$ cat config.mk
export PLATFORM = sky130hd
export DESIGN_NAME = iddmm_sub
export DESIGN_NICKNAME = d
export VERILOG_FILES = /design/src/rtl/iddmm_sub.sv
export SDC_FILE = /design/constraint.sdc
export NUM_CORES = 1
export LEC_CHECK = 0
export BUFFER_PORTS_ARGS = -buffer_cell sky130_fd_sc_hd__buf_2
export CAP_MARGIN = 20
export CORE_MARGIN = 2
export CORE_UTILIZATION = 42
export CTS_CLUSTER_DIAMETER = 30
export DETAILED_ROUTE_END_ITERATION = 6
export MAX_ROUTING_LAYER = met4
export PLACE_DENSITY = 0.67
export SYNTH_ARGS = -nofsm -noshare
export SYNTH_HDL_FRONTEND = slang
export SYNTH_SLANG_ARGS = --single-unit
$ cat constraint.sdc
create_clock -name clk -period 5.65 [get_ports clk]
set_input_delay 0.565 -clock clk [delete_from_list [all_inputs] [get_ports clk]]
set_output_delay 0.565 -clock clk [all_outputs]
set_load 0.1 [all_outputs]
$ cat src/rtl/iddmm_sub.sv
// Final conditional subtraction of the word-serial IDDMM multiplier: compares {an,A} with M, streams A-M or A, then clears A RAM.
// Latency: task_req sampled in IDLE -> task_end 3N+3 cycles later; res_val words start 2 cycles after OUT address 0.
// Backpressure: none; once started the sequence runs to completion, retrigger blocked until task_req drops.
module iddmm_sub #(
  parameter int K      = 128,
  parameter int N      = 16,
  parameter int ADDR_W = $clog2(N)
) (
  input  logic              clk,
  input  logic              rst_n,
  input  logic              task_req,
  output logic              task_end,
  output logic [K-1:0]      res,
  output logic              res_val,
  output logic              clra_mem,
  output logic              clra_wren,
  output logic [ADDR_W-1:0] clra_addr,
  input  logic [K-1:0]      aj,
  input  logic [K-1:0]      an,
  input  logic [K-1:0]      mj,
  output logic [ADDR_W-1:0] addr_a,
  output logic [ADDR_W-1:0] addr_m
);

  localparam int CW = ADDR_W + 1;

  typedef enum logic [2:0] {
    S_IDLE, S_CMP, S_CMPW, S_OUT, S_CLR, S_END, S_HOLD
  } state_t;

  state_t         state_q, state_d;
  logic [CW-1:0]  cnt_q, cnt_d;
  logic           borrow_q, borrow_d;
  logic           sel_q, sel_d;
  logic           vld_q, vld_d;
  logic [K-1:0]   res_q, res_d;
  logic           res_val_q, res_val_d;
  logic           task_end_q, task_end_d;

  // word difference including incoming borrow; bit K is the outgoing borrow
  logic [K:0]     diff;
  logic           unused_an;

  assign diff      = {1'b0, aj} - {1'b0, mj} - {{K{1'b0}}, borrow_q};
  assign unused_an = ^an[K-1:1];

  assign addr_a    = cnt_q[ADDR_W-1:0];
  assign addr_m    = cnt_q[ADDR_W-1:0];
  assign clra_mem  = (state_q == S_CLR);
  assign clra_wren = (state_q == S_CLR);
  assign clra_addr = (state_q == S_CLR) ? cnt_q[ADDR_W-1:0] : '0;
  assign res       = res_q;
  assign res_val   = res_val_q;
  assign task_end  = task_end_q;

  // next-state, counter and datapath decisions
  always_comb begin
    state_d    = state_q;
    cnt_d      = cnt_q;
    borrow_d   = borrow_q;
    sel_d      = sel_q;
    res_d      = res_q;
    res_val_d  = 1'b0;
    task_end_d = 1'b0;
    // a read issued this cycle returns data next cycle; the OUT drain cycle issues none
    vld_d      = (state_q == S_CMP) || ((state_q == S_OUT) && (cnt_q != CW'(N)));
    case (state_q)
      S_IDLE: begin
        cnt_d    = '0;
        borrow_d = 1'b0;
        if (task_req) state_d = S_CMP;
      end
      S_CMP: begin
        if (vld_q) borrow_d = diff[K];
        if (cnt_q == CW'(N - 1)) begin
          state_d = S_CMPW;
        end else begin
          cnt_d = cnt_q + CW'(1);
        end
      end
      S_CMPW: begin
        // last word's borrow decides A < M; overflow bit forces subtraction
        sel_d    = an[0] | ~diff[K];
        borrow_d = 1'b0;
        cnt_d    = '0;
        state_d  = S_OUT;
      end
      S_OUT: begin
        if (vld_q) begin
          res_val_d = 1'b1;
          if (sel_q) begin
            res_d    = diff[K-1:0];
            borrow_d = diff[K];
          end else begin
            res_d = aj;
          end
        end
        if (cnt_q == CW'(N)) begin
          cnt_d   = '0;
          state_d = S_CLR;
        end else begin
          cnt_d = cnt_q + CW'(1);
        end
      end
      S_CLR: begin
        if (cnt_q == CW'(N - 1)) begin
          cnt_d   = '0;
          state_d = S_END;
        end else begin
          cnt_d = cnt_q + CW'(1);
        end
      end
      S_END: begin
        task_end_d = 1'b1;
        state_d    = S_HOLD;
      end
      S_HOLD: begin
        if (!task_req) state_d = S_IDLE;
      end
      default: state_d = S_IDLE;
    endcase
  end

  // state and datapath registers
  always_ff @(posedge clk or negedge rst_n) begin
    if (!rst_n) begin
      state_q    <= S_IDLE;
      cnt_q      <= '0;
      borrow_q   <= 1'b0;
      sel_q      <= 1'b0;
      vld_q      <= 1'b0;
      res_q      <= '0;
      res_val_q  <= 1'b0;
      task_end_q <= 1'b0;
    end else begin
      state_q    <= state_d;
      cnt_q      <= cnt_d;
      borrow_q   <= borrow_d;
      sel_q      <= sel_d;
      vld_q      <= vld_d;
      res_q      <= res_d;
      res_val_q  <= res_val_d;
      task_end_q <= task_end_d;
    end
  end

endmodule

* Word-level counts from Yosys, hierarchy flattened
Index checks and enable logic that the tools add are counted.
** Word-level totals
- Bits in registers :: 141
- Input port bits :: 387
- Output and inout bits :: 144
- Logic and storage cells :: 60
** Operators by class
- Add/sub/neg operators :: 3
- Equality and inequality tests :: 18
- Multiplexer cells :: 19
- Bitwise gates (word level) :: 2
- Reduce and logical (&&, ||, !) cells :: 10
** Operators with widths (number)
- subtractor 128 x 128 -> 129 bit :: 1
- subtractor 129 x 1 -> 129 bit :: 1
- two-way mux 128 bit :: 1
- case mux 3 bit (7 select lines) :: 1
- case mux 5 bit (4 select lines) :: 1
- two-way mux 3 bit :: 5
- two-way mux 5 bit :: 3
- != test 2 bit, second input constant :: 6
- equality test 3 bit, second input constant :: 3
- equality test 3 x 2 -> 1 bit, second input constant :: 2
- two-way mux 1 bit :: 6
- != test 2 x 1 -> 1 bit, second input constant :: 3
- adder 5 x 1 -> 5 bit, second input constant :: 1
- equality test 5 x 4 -> 1 bit, second input constant :: 1
- equality test 5 bit, second input constant :: 1
- != test 5 bit, second input constant :: 1
- AND reduction 5 bit :: 1
- two-way mux 4 bit :: 1
- AND reduction 2 bit :: 2
- AND reduction 4 bit :: 1
- nonzero test 4 bit :: 1
- equality test 3 x 1 -> 1 bit, second input constant :: 1
- logical NOT 3 bit :: 1
- case mux 1 bit (3 select lines) :: 1
- 6 further kinds :: 6

* Longest topological paths before layout
Gate-level depths: netlist of run 1.
- Depth after elaboration :: 5
- Mapped depth :: 17
- Gate-level depth less buffers :: 17

* Worst setup path after synthesis of run 1
OpenSTA, ideal clock, no wires.
- Kind :: input-to-reg
- Start point :: input port mj[0]
- End point :: register res_q[122] (netlist: res[122])
- Setup time :: 129 ps
- Data arrival time :: 4170 ps
- Required time :: 5521 ps
- Slack :: 1351 ps
- Cell stages on the path :: 17
- Buffers on the path :: 0
- Cell sequence :: inv_1 > fa_1 > inv_1 > ha_1 > or2_2 > fa_1 > nand2b_1 > a311o_1 > a21boi_2 > o21ai_2 > a41o_4 > a21o_1 > a31o_4 > a41o_1 > a31oi_1 > xor2_1 > o21ai_1
** On the way
- Cells in the longest elaborated chain, start to end :: 3
** Ends and longest elaborated chain
- start, declared :: line 20 : input logic [K-1:0] mj,
- subtractor 128 x 128 -> 129 bit :: line 44 : assign diff = {1'b0, aj} - {1'b0, mj} - {{K{1'b0}}, borrow_q};
- subtractor 129 x 1 -> 129 bit :: line 44
- two-way mux 128 bit :: line 91 : if (sel_q) begin
- end signal, assigned :: line 141 : res_q <= res_d;
- end, declared :: line 36 : logic [K-1:0] res_q, res_d;
No other way between the ends.
A chain may end at the register's enable or synchronous reset.

* Final worst setup path of run 1
- Start point :: register borrow_q
- End point :: register borrow_q
** On the way
- Cells in the longest elaborated chain, start to end :: 4
- Elaborated cells on any way between the ends :: 5
- Classes of those cells :: add/sub: 1; mux: 4
** Ends and longest elaborated chain
- start, declared :: line 33 : logic borrow_q, borrow_d;
- start signal, assigned :: line 138 : borrow_q <= borrow_d;
- subtractor 129 x 1 -> 129 bit * :: line 44
- two-way mux 1 bit :: line 91
- two-way mux 1 bit :: line 89 : if (vld_q) begin
- case mux 1 bit (3 select lines) * :: line 67 : case (state_q)
Mark *: on every way between the ends. The rest lies on a longest branch, timed or not. The select of a mux whose other input is x is not followed.

==> results.json, run 1 <==
{
  "cp.arrival_ps": 5560,
  "grt_max_degree": 103,
  "clockBufferDepth": 2,
  "cp.required_ps": 6040,
  "path_cells": "inv_1, fa_1, ha_1, or2_2, fa_1, nand2b_1, a311o_1, nand3_1, nand2_1, a211oi_2, o31ai_1, a211oi_2, nor2_1, a21oi_1, xnor2_1, o311ai_1",
  "cts_buffers": 17,
  "slew-limit-headroom_pct": 32.5,
  "synth_compound_area_share_pct": 24.5,
  "critical_path_buf_inv_count": 1,
  "setup_viol": 0,
  "drt_iter0_markers": 1336,
  "crit_family": "compound AO/OA/AOI/OAI gates",
  "postCtsResizedCells": 0,
  "yosysMostFrequentCell": "inv_1",
  "max_freq_mhz": 193,
  "dieWidth_um": 214,
  "ir_drop_mv": 0.784,
  "wl_met2_um": 29400,
  "insertion_delay_ps": 500,
  "synth-seq-cells": 141,
  "port_buffers": 403,
  "reg2reg_depth": 16,
  "startpoint_type": "flop",
  "path_class": "reg2reg",
  "yosys_warnings": 0,
  "wl_met3_um": 3930,
  "hp-class": "in2reg",
  "yosys.area.top_type": "dfrtp_1",
  "drv_slew": 0,
  "place_hpwl_um": 54800,
  "async_reset_ff_share_pct": 100,
  "synth_area_sq_um": 18500,
  "synth_area_leaders": "dfrtp_1 (19%), ha_1 (17%), inv_1 (8.9%)",
  "grt_overflow": 0,
  "synth_ff_type": "dfrtp_1",
  "grt_use_total_pct": 29.4,
  "tightest_slew_ps": 1000,
  "ant_nets": 0,
  "cts_tree": "done",
  "final_util_pct": 49.7,
  "synthAdderAreaFrac_pct": 17.7,
  "grt_pass1_vias": 18378,
  "fin_crit_ps": 5180,
  "syn_inst": 2572,
  "r2r_start": "borrow_q",
  "syn_area_per_cell_sq_um": 7.18,
  "nets": 3537,
  "cpPeakStageDelay_ps": 520,
  "via_count": 19198,
  "clk_pin_slew_ps": 60,
  "hold_end": "sel_q",
  "final_cells": 3492,
  "h-tree-depth": 4,
  "synth_common_cells": "inv_1 (438), nand2_1 (270), o21ai_0 (260)",
  "synth_edf_count": 0,
  "die_y_um": 214,
  "hold_violations": 0,
  "io_pins": 531,
  "start_util_pct": 42.7,
  "core-area_sq_um": 43300,
  "synth_simple_gate_area_share_pct": 16.1,
  "rsz0062_at_grt": "false",
  "hold_depth": 2,
  "path_max_fanout": 4,
  "fin_worst_skew_ps": 8.84,
  "synth_top_cell_area_share_pct": 19.1,
  "leakagePower_nw": 11.3,
  "max-cap-violations": 0,
  "clock_sinks": 141,
  "outcome": "completed",
  "firstDrtPassIters": 6,
  "worstHoldStart": "an[0]",
  "wirelength_um": 65700,
  "period_share_pct": 91.6,
  "synth_top_family_by_area": "compound AO/OA/AOI/OAI gates",
  "fin_setup_tns_ps": 0,
  "grt_pass1_wl_um": 100000,
  "r2r_slack_ps": 470,
  "dp_cells": 3455,
  "synthMuxAreaShare_pct": 5.28,
  "highest_layer": "met4",
  "met1_length_um": 31000,
  "route.detailed.drc": 0,
  "dieArea_sq_um": 45700,
  "gp_congestion": 0.950,
  "powerDensity_nw_per_um2": 492,
  "syn_to_final_growth_pct": 16.4,
  "cts_root_buf": "clkbuf_16",
  "antenna_found_initial": 4,
  "ys_seq_area_share_pct": 19.1,
  "power.total_w": 0.0106,
  "layout-drive-gt1-share_pct": 16.5,
  "worstSetupEndpointType": "flop",
  "synthXorXnorAreaFrac_pct": 5.69,
  "r2r-end": "borrow_q",
  "ys_types": 80,
  "rows": 76,
  "critPathSlowestCell": "fa_1",
  "synthesis.nets": 3219,
  "wl_per_cell_um": 18.8,
  "vias_per_cell": 5.50
}
cell families (layout without fill, tap and decap cells):
kind of cell    Yosys count  after routing
compound gates          751            751
buf+inv                 557            888
fa+ha+maj               260            260
flops                   141            141
other cells               0              4
xor+xnor                120            120
mux                      97             97
simple gates            646            646
layer usage:
layer  vias to the layer above  track usage (%)
li1                       9453                -
met1                      9012             39.5
met2                       655             45.7
met3                        78             4.32
met4                         0             8.67
met5                         -                -
stage by stage:
stage / hold slack [ps] / setup slack (ps) / area, sq um
2_1_floorplan: 269 / 1350 / 18500
3_3_place_gp: 456 / 543 / 20800
3_5_place_dp: 465 / 452 / 20800
4_1_cts: 289 / 511 / 21500
5_1_grt: 303 / 293 / 21500
6_report: 326 / 472 / 21500
state kept, by name (all words and copies together), names as in the netlist:
register,flops
borrow_q,1
cnt_q,5
task_end,1
res,128
res_val,1
vld_q,1
state_q,3
sel_q,1
worst max path at each step:
stage / from / end / slack (ps) / depth (start not counted)
floorplan: mj[0] / res[122] / 1350 / 17
global placement: aj[0] / sel_q / 540 / 17
detailed placement: aj[0] / borrow_q / 450 / 17
CTS: borrow_q / borrow_q / 510 / 16
global route: borrow_q / borrow_q / 290 / 16
finish: borrow_q / borrow_q / 470 / 16
report_power, final:
group | switching, W | leakage [nW] | internal [W]
registers | 0.000386 | 1.59 | 0.00149
logic | 0.00580 | 9.39 | 0.00161
clock network | 0.000525 | 0.311 | 0.000764
timing repair:
action | 4_1_cts | 5_1_grt
setup endpoints to repair | 0 | 0
endpoints found under the hold margin | 18 | 0
buffers inserted | 0 | 0
hold buffers | 1 | 0
worst register-to-register path, delay by kind of cell (launching register included):
family,cells,cell delay (ps)
compound gates,6,2000
xor+xnor,1,220
fa+ha+maj,3,1140
buf+inv,1,300
flops,1,400
simple gates,5,1000
cells in the final DEF (no fill, tap or decap), types with 9 or more instances in the layout:
| cell type | instances |
|---|---|
| a21boi_0 | 12 |
| a21o_1 | 45 |
| a21oi_1 | 247 |
| a31oi_1 | 16 |
| and2_1 | 9 |
| and3_1 | 11 |
| buf_2 | 402 |
| buf_4 | 14 |
| clkbuf_16 | 17 |
| dfrtp_1 | 140 |
| ha_1 | 258 |
| inv_1 | 438 |
| mux2i_1 | 94 |
| nand2_1 | 270 |
| nand2b_1 | 14 |
| nand3_1 | 31 |
| nand4_1 | 66 |
| nor2_1 | 126 |
| nor2b_1 | 12 |
| nor3_1 | 58 |
| o21a_1 | 17 |
| o21ai_0 | 260 |
| o21bai_1 | 46 |
| o31ai_1 | 16 |
| or3_1 | 13 |
| xnor2_1 | 74 |
| xor2_1 | 46 |
area by class of cell:
cell class	instances	area [sq um]
sequential	141	3530
clock inverter	12	181
inverter	438	1640
timing repair buffer	418	2140
tap	585	732
clock buffer	20	457
multi-input combinational	1874	12800
fill	4450	21800
antenna	4	10.0
(Power assumes the default switching activity.)
==> inputs of run 2 (changes only) <==
--- a/config.mk
+++ b/config.mk
@@ -12,7 +12,7 @@
 export CTS_CLUSTER_DIAMETER = 30
 export DETAILED_ROUTE_END_ITERATION = 6
 export MAX_ROUTING_LAYER = met4
-export PLACE_DENSITY = 0.67
+export PLACE_DENSITY = 0.69
 export SYNTH_ARGS = -nofsm -noshare
 export SYNTH_HDL_FRONTEND = slang
 export SYNTH_SLANG_ARGS = --single-unit
==> constraint.sdc (replaced) <==
create_clock -name clk -period 4.45 [get_ports clk]
set_input_delay 0.445 -clock clk [delete_from_list [all_inputs] [get_ports clk]]
set_output_delay 0.445 -clock clk [all_outputs]
set_load 0.1 [all_outputs]
==> results.json, run 2 (synthesis gave the netlist of run 1 again) <==
{
  "tightest_slew_ps": 898,
  "wl_per_cell_um": 19.2,
  "sw_frac_of_total_pct": 63.0,
  "start_util_pct": 42.7,
  "powerDensity_nw_per_um2": 618,
  "route.detailed.drc": 0,
  "fin_crit_ps": 4340,
  "path_max_fanout": 4,
  "p_int_w": 0.00510,
  "outcome": "finished, violations left",
  "rsz0062_at_grt": "true",
  "grt_overflow": 0,
  "drt_iter0_markers": 1269,
  "firstDrtPassIters": 5,
  "grt_pass1_vias": 18774,
  "cp.arrival_ps": 4690,
  "max-cap-violations": 0,
  "hold_violations": 2,
  "clock_sinks": 141,
  "h-tree-depth": 4,
  "dieArea_sq_um": 45700,
  "clk_pin_slew_ps": 70,
  "ir_drop_mv": 0.811,
  "rows": 76,
  "cts_tree": "done",
  "cpPeakStageDelay_ps": 540,
  "seqPwrFrac_pct": 17.5,
  "port_buffers": 403,
  "vias_per_cell": 5.50,
  "critPathSlowestCell": "fa_1",
  "seqCellArea_sq_um": 3530,
  "max_freq_mhz": 230,
  "cts_root_buf": "clkbuf_16",
  "cp.required_ps": 4800,
  "cts_buffers": 17,
  "drv_slew": 0,
  "setup_viol": 0,
  "grt_use_total_pct": 30.6,
  "multi_input_comb_area_sq_um": 12900,
  "slew-limit-headroom_pct": 40.2,
  "final_util_pct": 51.5,
  "gp_congestion": 0.973,
  "worstSetupEndpointType": "flop",
  "core-area_sq_um": 43300,
  "place_hpwl_um": 56800,
  "startpoint_type": "flop",
  "wirelength_um": 68700,
  "path_cells": "inv_2, fa_1, inv_2, ha_4, or2_4, fa_2, nand2b_4, a311o_1, a21boi_2, o21ai_4, a41o_4, a21o_1, a31o_4, a221oi_4, buf_4, o21ai_2, xnor2_1, a21oi_1",
  "fillCellCount": 4347,
  "nets": 3624,
  "hp-class": "in2async",
  "dieWidth_um": 214,
  "hold_ws_ps": -7.68,
  "via_count": 19699,
  "clockBufferDepth": 2,
  "path_class": "reg2reg",
  "layout_common_cells": "inv_1 (436), buf_2 (402), nand2_1 (270)",
  "clkPwrFrac_pct": 12.2,
  "layout_commonest_cell": "inv_1",
  "ant_nets": 0,
  "leakagePower_nw": 11.7,
  "grt_pass1_wl_um": 104000,
  "p_comb_share_pct": 70.3,
  "io_pins": 531,
  "place_area_sq_um": 21500,
  "antenna_found_initial": 5,
  "layout-drive-gt1-share_pct": 19.5,
  "largest_reg_flops": 128,
  "design_area_sq_um": 22300,
  "crit_path_frequent_cell": "inv_2",
  "insertion_delay_ps": 510,
  "power.total_w": 0.0138,
  "violations": "hold timing",
  "power.switching_w": 0.00867,
  "hold_buffers": 0,
  "fin_worst_skew_ps": 10.7,
  "grt_max_degree": 169,
  "die_y_um": 214,
  "syn_to_final_growth_pct": 20.6,
  "period_share_pct": 97.6
}
==> run 2: cell types whose count changed in the layout (fill, tap and decap cells not counted), moves of 2 or more <==
cell / change
buf_12: +2
buf_4: +86
diode_2: +2
ha_1: -2
inv_1: -2
inv_2: +2
o21ai_0: -4
o21ai_1: +2
==> run 2: worst paths after layout <==
check / slack, ps / cells after the start / start / end
max reg2reg: 110 / 18 / borrow_q / res[106]
min in group clk: 190 / 2 / an[0] / sel_q
max in group asynchronous: 3600 / 2 / rst_n / res[26]
min reg2reg: 470 / 2 / res[9] / res[9]
max: 110 / 18 / borrow_q / res[106]
min: -8 / 1 / rst_n / res[94]
==> run 2: stage by stage <==
stage,instances,TNS (ps),setup WS (ps)
detailed placement,3538,-6870,-288
CTS,3572,0,34.4
global route,3580,-41.0,-37.7
global placement,3538,-2640,-179
finish,3581,0,108
floorplan,2572,0,271
==> run 2: layout make-up <==
| cell class | instances | area share, % |
|---|---|---|
| diodes | 6 | 0.0674 |
| clock buffers | 20 | 2.10 |
| clock inverters | 12 | 0.820 |
| inverters | 438 | 7.38 |
| multi-input cells | 1874 | 57.9 |
| flip-flops and latches | 141 | 15.9 |
| well taps | 585 | 3.29 |
| repair buffers | 505 | 12.6 |
==> run 2: worst max-delay path, delay by kind of cell, from the launching register on <==
kind,cells,cell delay [ps]
DFF,1,390
adders and majority gates,3,1060
and+or+nand+nor,2,380
buffers and inverters,3,330
AOI/OAI and AO/OA,9,1860
xor gates and xnor gates,1,170
==> run 2: power by group through the flow <==
stage	logic [W]	registers, W	clock network [W]
2_1_floorplan	0.00344	0.00639	0
3_3_place_gp	0.00952	0.00240	0
3_5_place_dp	0.00959	0.00241	0
4_1_cts	0.00963	0.00240	0.00172
5_1_grt	0.0102	0.00248	0.00177
6_report	0.00968	0.00240	0.00168
==> run 2: per-layer routing <==
metal,vias to the layer above,routed length [um],GRT usage [%],part of all wire [%]
met4,0,1630,9.08,2.4
met5,-,0,-,0
met1,9291,32200,41.0,47
met3,93,4000,4.63,5.8
li1,9632,-,-,-
met2,683,30900,47.9,45
==> run 2: what timing repair did <==
item	4_1_cts	5_1_grt
pin swaps	3	6
endpoints found under the setup margin	32	29
setup buffers	2	3
gates resized for setup	5	17
